### src/rtl/bcd_display_driver_if.sv
// Handshake/display bundle between the result producer and the BCD display driver.
// The producer drives load/q_in; the driver returns status and the pin-level display signals.
interface bcd_display_driver_if;
    logic       load;
    logic [9:0] q_in;
    logic       busy;
    logic       done;
    logic [3:0] an;
    logic [6:0] seg;
    logic       dp;

    modport master (
        output load, q_in,
        input  busy, done, an, seg, dp
    );

    modport slave (
        input  load, q_in,
        output busy, done, an, seg, dp
    );
endinterface

### src/rtl/bcd_display_driver.sv
// Captures a 10-bit value, converts it to four BCD digits with a serial shift-add-3 engine,
// and scans the digits onto a common-anode 4-digit display with leading-zero blanking.
module bcd_display_driver #(
    parameter int unsigned REFRESH_DIV = 100000
) (
    input logic                clk,
    input logic                reset,
    bcd_display_driver_if.slave bus
);

    localparam int unsigned CntW = $clog2(REFRESH_DIV);
    localparam logic [CntW-1:0] CntMax = CntW'(REFRESH_DIV - 1);

    typedef enum logic [0:0] {StIdle, StConv} state_e;

    state_e          state_q, state_d;
    logic [25:0]     sr_q, sr_d, sr_adj;
    logic [3:0]      iter_q, iter_d;
    logic [15:0]     digits_q, digits_d;
    logic            done_q, done_d;
    logic [CntW-1:0] refresh_q, refresh_d;
    logic [1:0]      idx_q, idx_d;

    logic [3:0]      blank;
    logic [3:0]      sel_digit;
    logic [3:0]      an;
    logic [6:0]      seg;

    always_ff @(posedge clk or posedge reset) begin
        if (reset) begin
            state_q   <= StIdle;
            sr_q      <= '0;
            iter_q    <= '0;
            digits_q  <= '0;
            done_q    <= 1'b0;
            refresh_q <= '0;
            idx_q     <= '0;
        end else begin
            state_q   <= state_d;
            sr_q      <= sr_d;
            iter_q    <= iter_d;
            digits_q  <= digits_d;
            done_q    <= done_d;
            refresh_q <= refresh_d;
            idx_q     <= idx_d;
        end
    end

    // Add-3 correction on the four BCD nibbles that sit above the binary field.
    always_comb begin
        sr_adj = sr_q;
        for (int k = 0; k < 4; k++) begin
            if (sr_q[10+4*k +: 4] >= 4'd5) begin
                sr_adj[10+4*k +: 4] = sr_q[10+4*k +: 4] + 4'd3;
            end
        end
    end

    always_comb begin
        state_d  = state_q;
        sr_d     = sr_q;
        iter_d   = iter_q;
        digits_d = digits_q;
        done_d   = 1'b0;
        unique case (state_q)
            StIdle: begin
                if (bus.load) begin
                    sr_d    = {16'b0, bus.q_in};
                    iter_d  = '0;
                    state_d = StConv;
                end
            end
            StConv: begin
                sr_d   = {sr_adj[24:0], 1'b0};
                iter_d = iter_q + 4'd1;
                if (iter_q == 4'd9) begin
                    digits_d = sr_d[25:10];
                    done_d   = 1'b1;
                    state_d  = StIdle;
                end
            end
            default: state_d = StIdle;
        endcase
    end

    always_comb begin
        refresh_d = refresh_q + CntW'(1);
        idx_d     = idx_q;
        if (refresh_q == CntMax) begin
            refresh_d = '0;
            idx_d     = idx_q + 2'd1;
        end
    end

    // A digit is blanked only when it and every digit above it are zero.
    always_comb begin
        blank[3] = (digits_q[15:12] == 4'd0);
        blank[2] = blank[3] && (digits_q[11:8] == 4'd0);
        blank[1] = blank[2] && (digits_q[7:4] == 4'd0);
        blank[0] = 1'b0;
    end

    always_comb begin
        sel_digit = digits_q[4*idx_q +: 4];
        an        = 4'b1111;
        if (!blank[idx_q]) begin
            an[idx_q] = 1'b0;
        end
        case (sel_digit)
            4'd0:    seg = 7'b1000000;
            4'd1:    seg = 7'b1111001;
            4'd2:    seg = 7'b0100100;
            4'd3:    seg = 7'b0110000;
            4'd4:    seg = 7'b0011001;
            4'd5:    seg = 7'b0010010;
            4'd6:    seg = 7'b0000010;
            4'd7:    seg = 7'b1111000;
            4'd8:    seg = 7'b0000000;
            4'd9:    seg = 7'b0010000;
            default: seg = 7'b1111111;
        endcase
        if (blank[idx_q]) begin
            seg = 7'b1111111;
        end
    end

    assign bus.busy = (state_q == StConv);
    assign bus.done = done_q;
    assign bus.an   = an;
    assign bus.seg  = seg;
    assign bus.dp   = 1'b1;

endmodule

### src/flat_wrapper.sv
// flat-port wrapper written by rule: the top's interface ports become plain ports
module bcd_display_driver_flat 
#(
    parameter int unsigned REFRESH_DIV = 100000
)
  (clk, reset, bus_load, bus_q_in, bus_busy, bus_done, bus_an, bus_seg, bus_dp);
  bcd_display_driver_if bus_i ();
  input logic clk;
  input logic reset;
  input wire logic [$bits(bus_i.load)-1:0] bus_load;
  input wire logic [$bits(bus_i.q_in)-1:0] bus_q_in;
  output wire logic [$bits(bus_i.busy)-1:0] bus_busy;
  output wire logic [$bits(bus_i.done)-1:0] bus_done;
  output wire logic [$bits(bus_i.an)-1:0] bus_an;
  output wire logic [$bits(bus_i.seg)-1:0] bus_seg;
  output wire logic [$bits(bus_i.dp)-1:0] bus_dp;
  assign bus_i.load = bus_load;
  assign bus_i.q_in = bus_q_in;
  assign bus_busy = bus_i.busy;
  assign bus_done = bus_i.done;
  assign bus_an = bus_i.an;
  assign bus_seg = bus_i.seg;
  assign bus_dp = bus_i.dp;
  bcd_display_driver #(.REFRESH_DIV(REFRESH_DIV)) u_core (.clk(clk), .reset(reset), .bus(bus_i));
endmodule
### config.mk
export PLATFORM = sky130hd
export DESIGN_NAME = bcd_display_driver_flat
export DESIGN_NICKNAME = d
export VERILOG_FILES = /design/src/rtl/bcd_display_driver_if.sv /design/src/rtl/bcd_display_driver.sv /design/src/flat_wrapper.sv
export SDC_FILE = /design/constraint.sdc
export NUM_CORES = 1
export LEC_CHECK = 0
export ABC_CLOCK_PERIOD_IN_PS = 4100
export CAP_MARGIN = 10
export CORE_MARGIN = 1
export CORE_UTILIZATION = 63
export DETAILED_ROUTE_END_ITERATION = 12
export MAX_ROUTING_LAYER = met4
export PLACE_DENSITY = 0.89
export SETUP_SLACK_MARGIN = 0.2
export SLEW_MARGIN = 25
export SYNTH_ARGS = -nofsm -noshare
export SYNTH_HDL_FRONTEND = slang
export SYNTH_SLANG_ARGS = --single-unit
### constraint.sdc
create_clock -name clk -period 4.1 [get_ports clk]
set_input_delay 0.82 -clock clk [delete_from_list [all_inputs] [get_ports clk]]
set_output_delay 0.82 -clock clk [all_outputs]
set_load 0.01 [all_outputs]
Yosys cells after proc, flatten, opt, wreduce, memory -nomap -nowiden
Memory sizes are Yosys's and may differ from the RTL's. Index checks and enable logic that the tools add are counted.

Bits in read-only memories: 112. Register bits: 67. Output and inout port bits: 14. Memories kept: 1. Word-level logic and storage cells: 54. Input bits: 13.

Memories: (name not given) (depth 16, width 7, read ports 1, clocked after Yosys merged registers in 0, wr ports 0, line bcd_display_driver.sv:109) `case (sel_digit)`.

Add/sub/neg operators: 7. Bitwise logic cells: 2. Muxes and demuxes: 20. Reductions and logical operators: 7. Shift operators: 1. Eq/ne operators: 3. $lt $le $gt $ge: 6.

Operator list (number): $pmux W26 S2 (1); $mux W26 (1); $mux W4 (5); $add A17 B1 Y17 const B (1); $eq A17 B17 Y1 const B (1); $mux W17 (1); $ge A4 B3 Y1 const B (4); $shiftx A16 B5 Y4 (1); $add A4 B2 Y4 const B (3); $logic_not A4 Y1 (3); $pmux W4 S2 (1); $mux W7 (1); $mux W1 (6); $add A4 B1 Y4 const B (1); $eq A4 B4 Y1 const B (1); $not A4 Y4 (1); $add A3 B2 Y3 const B (1); $logic_and A1 B1 Y1 (3); $lt A2 B3 Y1 const B (1); $mux W3 (1); $add A2 B1 Y2 const B (1); $bmux W1 S2 (1); $demux W1 S2 (1); $ge A2 B1 Y1 const B (1); other kinds (4) (4).

Longest topological paths before layout
Gate-level depths: netlist (run 1).

Word-level depth: 6. Gate-level depth with buffers: 7. Depth with buffers taken out: 6.

Worst setup path after synthesis (run 1)
No wires, ideal clock.

Path kind: flip-flop to output port. Start: reg u_core.idx_q[1]. End: out bus_seg[2]. Required time: 3.280 ns. Data arrival time: 1.920 ns. Path slack: 1.360 ns. Buffers on the path: 1. Cell stages (with the launch flop): 7. Cell sequence: dfrtp_1 > buf_2 > mux4_2 > inv_1 > ha_1 > inv_1 > o311ai_0.

Word-level cells in the longest chain between the ends: 3. Elaborated cells between the ends (all ways): 5. Those cells by class: shift (1); mux (3); memory (1).

RTL lines: from (decl) (line bcd_display_driver.sv:22) `logic [1:0] idx_q, idx_d;`; from (signal assigned) (line bcd_display_driver.sv:45) `idx_q <= idx_d;`; $shiftx A16 B5 Y4 or $bmux W1 S2 (tied branches) (line bcd_display_driver.sv:104, bcd_display_driver.sv:122); $mem_v2 Z16 W7 or $mux W1 (tied branches); $mux W7 (*) (line bcd_display_driver.sv:122) `if (blank[idx_q]) begin`; to (decl) (line flat_wrapper.sv:15) `output wire logic [$bits(bus_i.seg)-1:0] bus_seg;`.

Every way passes the cells marked *; elsewhere a longest branch is shown, timed or not. The select of a mux whose other input is x is not followed.

Worst setup path after layout (run 1)
Same ends and word-level chain as after synthesis.

==> results of run 1 <==
## power breakdown
part | switching [mW] | internal (mW)
registers | 0.176 | 0.872
logic | 0.632 | 0.580
clock network | 0.248 | 0.375
total | 1.06 | 1.83
## logic make-up after synthesis
| kind of cell | synth area share, % |
|---|---|
| adders and majority gates | 6.845 |
| other | 0.1026 |
| muxes | 11.53 |
| xor gates and xnor gates | 4.072 |
| buffers and inverters | 4.551 |
| DFF | 45.86 |
| and+or+nand+nor | 16.43 |
| AOI/OAI and AO/OA | 10.61 |
## how the worst max path moves through the flow
stage / end / slack, ns / startpoint
after floorplan: bus_seg[2] / 1.36 / u_core.idx_q[1]
final: bus_seg[2] / 0.47 / u_core.idx_q[1]
after CTS: bus_seg[2] / 0.44 / u_core.idx_q[1]
after global placement: bus_seg[2] / 0.96 / u_core.idx_q[1]
after global routing: bus_seg[2] / 0.31 / u_core.idx_q[1]
after detailed placement: bus_seg[2] / 0.81 / u_core.idx_q[1]
## Yosys cell counts (all sizes together) (10+ instances only)
library cell	instances	area (µm²)
o21ai	32	167.7
mux2i	26	260.3
ha	20	250.2
nand2b	13	81.33
nor3b	10	75.07
nor2	13	48.80
inv	20	75.07
dfrtp	67	1677
nand2	33	123.9
xnor2	10	87.58
a21oi	16	80.08
## metal layers
| metal | part of all wire, % | GRT usage, % | up-vias |
|---|---|---|---|
| met5 | 0 | - | - |
| met4 | 3.1 | 15.19 | 0 |
| met3 | 4.0 | 4.535 | 19 |
| met2 | 49 | 44.65 | 85 |
| met1 | 44 | 34.96 | 1323 |
| li1 | - | - | 1273 |
## worst reg2reg max path: cells and delay by family, from the launching register on
family	cells	cell delay [ns]
and+or+nand+nor	3	1.12
DFF	1	0.43
muxes	1	0.35
## cell usage in the layout (no fill, tap or decap), types with 5 or more instances in the layout
cell type / synthesis / routed
a21o_1: 9 / 9
a21oi_1: 16 / 16
buf_4: 2 / 5
clkbuf_8: 0 / 11
clkdlybuf4s50_1: 0 / 25
dfrtp_1: 67 / 67
ha_1: 20 / 20
inv_1: 20 / 19
mux2_2: 5 / 5
mux2i_1: 26 / 26
nand2_1: 33 / 33
nand2b_1: 13 / 13
nand3_1: 7 / 7
nand4_1: 8 / 8
nor2_1: 13 / 13
nor3b_1: 10 / 10
o21ai_0: 29 / 29
xnor2_1: 10 / 10
xor2_1: 7 / 7
## sequential cells by signal, indices dropped and copies added (netlist names)
signal            flops
u_core.sr_q          26
u_core.refresh_q     17
u_core.digits_q      16
u_core.iter_q         4
u_core.idx_q          2
u_core.bus.busy       1
u_core.bus.done       1
## metrics by stage
step                std cells  util, %  hold slack [ns]  power [mW]  area [µm²]
global route              455    75.34           0.4993       3.092        4174
finish                    455    75.34           0.4796       2.883        4174
global placement          439    71.23           0.4594       2.150        3946
CTS                       455    75.34           0.4768       2.885        4174
floorplan                 354        -           0.4411       1.871        3656
detailed placement        439    71.23           0.4670       2.249        3946
## layout make-up
type | count | area (µm²)
fill | 375 | 1366
clock inverter | 4 | 72.57
tap | 72 | 90.09
inverter | 21 | 78.83
multi-input combinational | 249 | 1813
clock buffer | 12 | 155.1
timing repair buffer | 30 | 287.8
sequential | 67 | 1677
==> run_results.csv, run 1 <==
group,metric,value,unit
run_status,run_status,"finished, final reports clean",
global_route,grt_pass1_wl,12900,µm
timing,rsz0062_at_grt,"no",
timing,setup_viol_count_final,0,
synth,synth_ff_type,"dfrtp_1",
timing,maxSlewViolCount,0,
timing,skew,0.01455,ns
power_and_ir_drop,power_density,690.6,mW/mm²
cts,cts_resized,0,
timing,post-route-period-util,88.56,%
timing,maxSlewHeadroom,52.50,%
timing,period_needed,3.631,ns
critical_path,cp_num_cells,6,
min_path,min_path_type,"flip-flop to flip-flop",
synth,yosysSeqAreaShare,45.86,%
critical_path,cpMostUsedCell,"inv_1",
final_layout,syn_to_final_growth,14.17,%
critical_path,path_cells,"mux4_2, inv_1, ha_1, inv_1, o311ai_0, clkdlybuf4s50_1",
floorplanning,rows,27,
place,io_buffer_count,25,
global_route,grt_usage,28.19,%
power_and_ir_drop,total_leakage_power,1.931,nW
floorplanning,core-area,0.005540,mm²
global_route,grt_pass1_vias,2808,
cts,cts_hold_buf,0,
critical_path,reg2reg_slack,2.09,ns
final_layout,diodes,0,
global_route,antenna_found_initial,0,
cts,numClockSinks,67,
timing,tightest_slew,0.7115,ns
critical_path,cp_data_arrival_time,2.81,ns
critical_path,end_kind,"output pin",
timing,tns,0,ns
critical_path,critPathMaxFanout,10,
cts,cts_root_buffer,"clkbuf_8",
critical_path,startpoint_type,"flip-flop",
critical_path,rr_worst_depth,4,
synth,syn_inst,354,
cts,clock_path_buffers,2,
timing,final.setup.worst_slack,0.4690,ns
critical_path,path_class,"flip-flop to output pin",
cts,clk-insertion-delay-late,0.34,ns
route,vias_per_cell,5.934,
power_and_ir_drop,ir_worst_vdd,398.8,µV
synth,synth_edf_count,0,
synth,synth_seq_cells,67,
synth,syn_area,0.003656,mm²
synth,synth_nets,387,
route,drt_iter0_markers,213,
synth,synthArstFlopShare,100.0,%
cts,htree_levels,3,
floorplanning,die_width,78.18,µm
synth,yosys.cell_types.count,49,
critical_path,critPathBufInv,3,
place,gp_congestion,0.8890,
route,routed_wl,7286,µm
floorplanning,dieArea,0.006112,mm²
route,wl_per_cell,16.01,µm
min_path,holdPathEnd,"u_core.iter_q[3]",
place,pre_cts_ws,0.8085,ns
critical_path,r2r-end,"u_core.idx_q[1]",
global_route,grt_max_degree,53,
cts,path_clk_slew,0.07,ns
synth,avgSynthCellArea,10.33,µm²
cts,cts_tree,"built",
min_path,min_from,"u_core.iter_q[3]",
route,drt_drc_violations_left,0,
critical_path,reg2reg_from,"u_core.refresh_q[5]",
floorplanning,dieHeight,78.18,µm
timing,fmax,275.4,MHz
timing,final_hold_viol_count,0,
floorplanning,start_util,65.99,%
critical_path,crit_family,"buffers and inverters",
route,first_pass_iters,5,
critical_path,required,3.28,ns
final_layout,drive_above_1_share,9.922,%
critical_path,slowest_stage,"mux4_2",
cts,numCtsBuffers,9,
floorplanning,boundaryPins,27,
synth,synth_warnings,0,
global_route,overflow,0,
cts,cts_setup_buffers,0,
critical_path,cpPeakStageDelay,0.61,ns
final_layout,layout.nets,411,
route,vias,2700,
min_path,hold_depth,1,
route,detail-route-antenna-nets,0,
run,maxCapViolations,0,
place,hpwl,5004,µm
(Power assumes the default switching activity.)
==> inputs of run 2 (changes only) <==
- ABC_CLOCK_PERIOD_IN_PS: 4100 -> unset
- CTS_BUF_LIST: unset -> sky130_fd_sc_hd__clkbuf_16
==> run_results.csv, run 2 (synthesis results as in run 1) <==
group,metric,value,unit
critical_path,startpoint_type,"flip-flop",
timing,fmax,275.2,MHz
timing,skew,0.005679,ns
min_path,min_path_type,"flip-flop to flip-flop",
min_path,holdPathEnd,"u_core.iter_q[3]",
route,routed_wl,7635,µm
critical_path,required,3.28,ns
min_path,min_from,"u_core.iter_q[3]",
floorplanning,die_width,78.18,µm
place,io_buffer_count,25,
floorplanning,start_util,65.99,%
global_route,overflow,0,
timing,setup_viol_count_final,0,
timing,final_hold_viol_count,0,
critical_path,r2r-end,"u_core.idx_q[1]",
route,vias,2752,
floorplanning,dieArea,0.006112,mm²
final_layout,diodes,0,
timing,maxSlewHeadroom,53.23,%
critical_path,path_class,"flip-flop to output pin",
power_and_ir_drop,ir_worst_vdd,489.4,µV
final_layout,drive_above_1_share,9.399,%
route,first_pass_iters,4,
min_path,hold_depth,1,
cts,path_clk_slew,0.05,ns
floorplanning,dieHeight,78.18,µm
final_layout,regMostFlops,"u_core.sr_q",
final_layout,largest_reg_flops,26,
timing,tightest_slew,0.7005,ns
final_layout,syn_to_final_growth,16.39,%
route,detail-route-antenna-nets,0,
global_route,grt_max_degree,53,
critical_path,critPathMaxFanout,10,
critical_path,reg2reg_slack,2.08,ns
cts,clk-insertion-delay-late,0.33,ns
final_layout,layout.nets,411,
final_layout,layout_common_cells,"dfrtp_1 (67), nand2_1 (33), o21ai_0 (29)",
timing,post-route-period-util,88.63,%
final_layout,n_fill_cell,362,
cts,cts_hold_buf,0,
final_layout,final_common_cell,"dfrtp_1",
power_and_ir_drop,power.total,3.083,mW
floorplanning,core-area,0.005540,mm²
route,vias_per_cell,6.048,
floorplanning,rows,27,
cts,clock_path_buffers,2,
global_route,antenna_found_initial,0,
cts,cts_root_buffer,"clkbuf_16",
route,drt_drc_violations_left,0,
timing,maxSlewViolCount,0,
place,gp_congestion,0.8890,
cts,numCtsBuffers,9,
timing,period_needed,3.634,ns
cts,htree_levels,3,
floorplanning,boundaryPins,27,
critical_path,cp_data_arrival_time,2.81,ns
critical_path,reg2reg_from,"u_core.refresh_q[5]",
global_route,grt_pass1_vias,2818,
cts,numClockSinks,67,
global_route,grt_usage,30.29,%
global_route,grt_pass1_wl,13630,µm
timing,tns,0,ns
critical_path,rr_worst_depth,4,
final_layout,top_regs,"u_core.sr_q x26, u_core.refresh_q x17, u_core.digits_q x16",
cts,cts_tree,"built",
power_and_ir_drop,total_leakage_power,1.971,nW
power_and_ir_drop,power_density,724.6,mW/mm²
run,maxCapViolations,0,
critical_path,end_kind,"output pin",
route,drt_iter0_markers,210,
place,hpwl,5004,µm
run_status,run_status,"finished, final reports clean",
cts,cts_setup_buffers,0,
route,wl_per_cell,16.78,µm
timing,rsz0062_at_grt,"no",
cts,cts_resized,0,
-- run 2: changes by cell type in the layout (fill, tap and decap cells not counted) --
| cell | delta |
|---|---|
| clkbuf_1 | -1 |
| clkbuf_8 | -11 |
| inv_1 | +1 |
| clkbuf_16 | +9 |
| clkinv_1 | +2 |
-- run 2: worst max path at each step --
| stage | startpoint | end | slack, ns |
|---|---|---|---|
| 2_1_floorplan | u_core.idx_q[1] | bus_seg[2] | 1.36 |
| 3_3_place_gp | u_core.idx_q[1] | bus_seg[2] | 0.96 |
| 3_5_place_dp | u_core.idx_q[1] | bus_seg[2] | 0.81 |
| 4_1_cts | u_core.idx_q[1] | bus_seg[2] | 0.45 |
| 5_1_grt | u_core.idx_q[1] | bus_seg[2] | 0.32 |
| 6_report | u_core.idx_q[1] | bus_seg[2] | 0.47 |
-- run 2: power by group --
| part | internal [mW] | leakage (nW) | switching, mW |
|---|---|---|---|
| Clock | 0.524 | 0.152 | 0.278 |
| Combinational | 0.581 | 0.957 | 0.638 |
| Sequential | 0.873 | 0.862 | 0.188 |
| Total | 1.98 | 1.97 | 1.10 |
-- run 2: cell type report --
class / count / area (µm²) / share of cell area [%]
multi-input cells: 249 / 1813 / 42.61
flip-flops and latches: 67 / 1677 / 39.40
repair buffers: 30 / 287.8 / 6.763
clock buffers: 9 / 225.2 / 5.293
well taps: 72 / 90.09 / 2.117
clock inverters: 7 / 83.83 / 1.970
inverters: 21 / 78.83 / 1.852
-- run 2: through the flow --
stage | setup WS, ns | hold slack [ns] | util [%] | cell area [µm²] | std cells
global route | 0.3233 | 0.4956 | 76.81 | 4255 | 455
CTS | 0.4480 | 0.4742 | 76.81 | 4255 | 455
global placement | 0.9575 | 0.4594 | 71.23 | 3946 | 439
detailed placement | 0.8085 | 0.4670 | 71.23 | 3946 | 439
finish | 0.4662 | 0.4772 | 76.81 | 4255 | 455
floorplan | 1.360 | 0.4411 | - | 3656 | 354
-- run 2: per-layer routing --
| metal | vias up | wire length (µm) | track usage (%) | part of all wire [%] |
|---|---|---|---|---|
| met4 | 0 | 216 | 14.81 | 2.8 |
| met5 | - | 0 | - | 0 |
| li1 | 1279 | - | - | - |
| met2 | 95 | 3859 | 48.86 | 51 |
| met1 | 1361 | 3226 | 37.16 | 42 |
| met3 | 17 | 332 | 5.233 | 4.3 |
-- run 2: critical path: stages, from the launching register on --
cell	delay, ns
dfrtp_1	0.58
mux4_2	0.61
inv_1	0.12
ha_1	0.17
inv_1	0.04
o311ai_0	0.35
clkdlybuf4s50_1	0.60
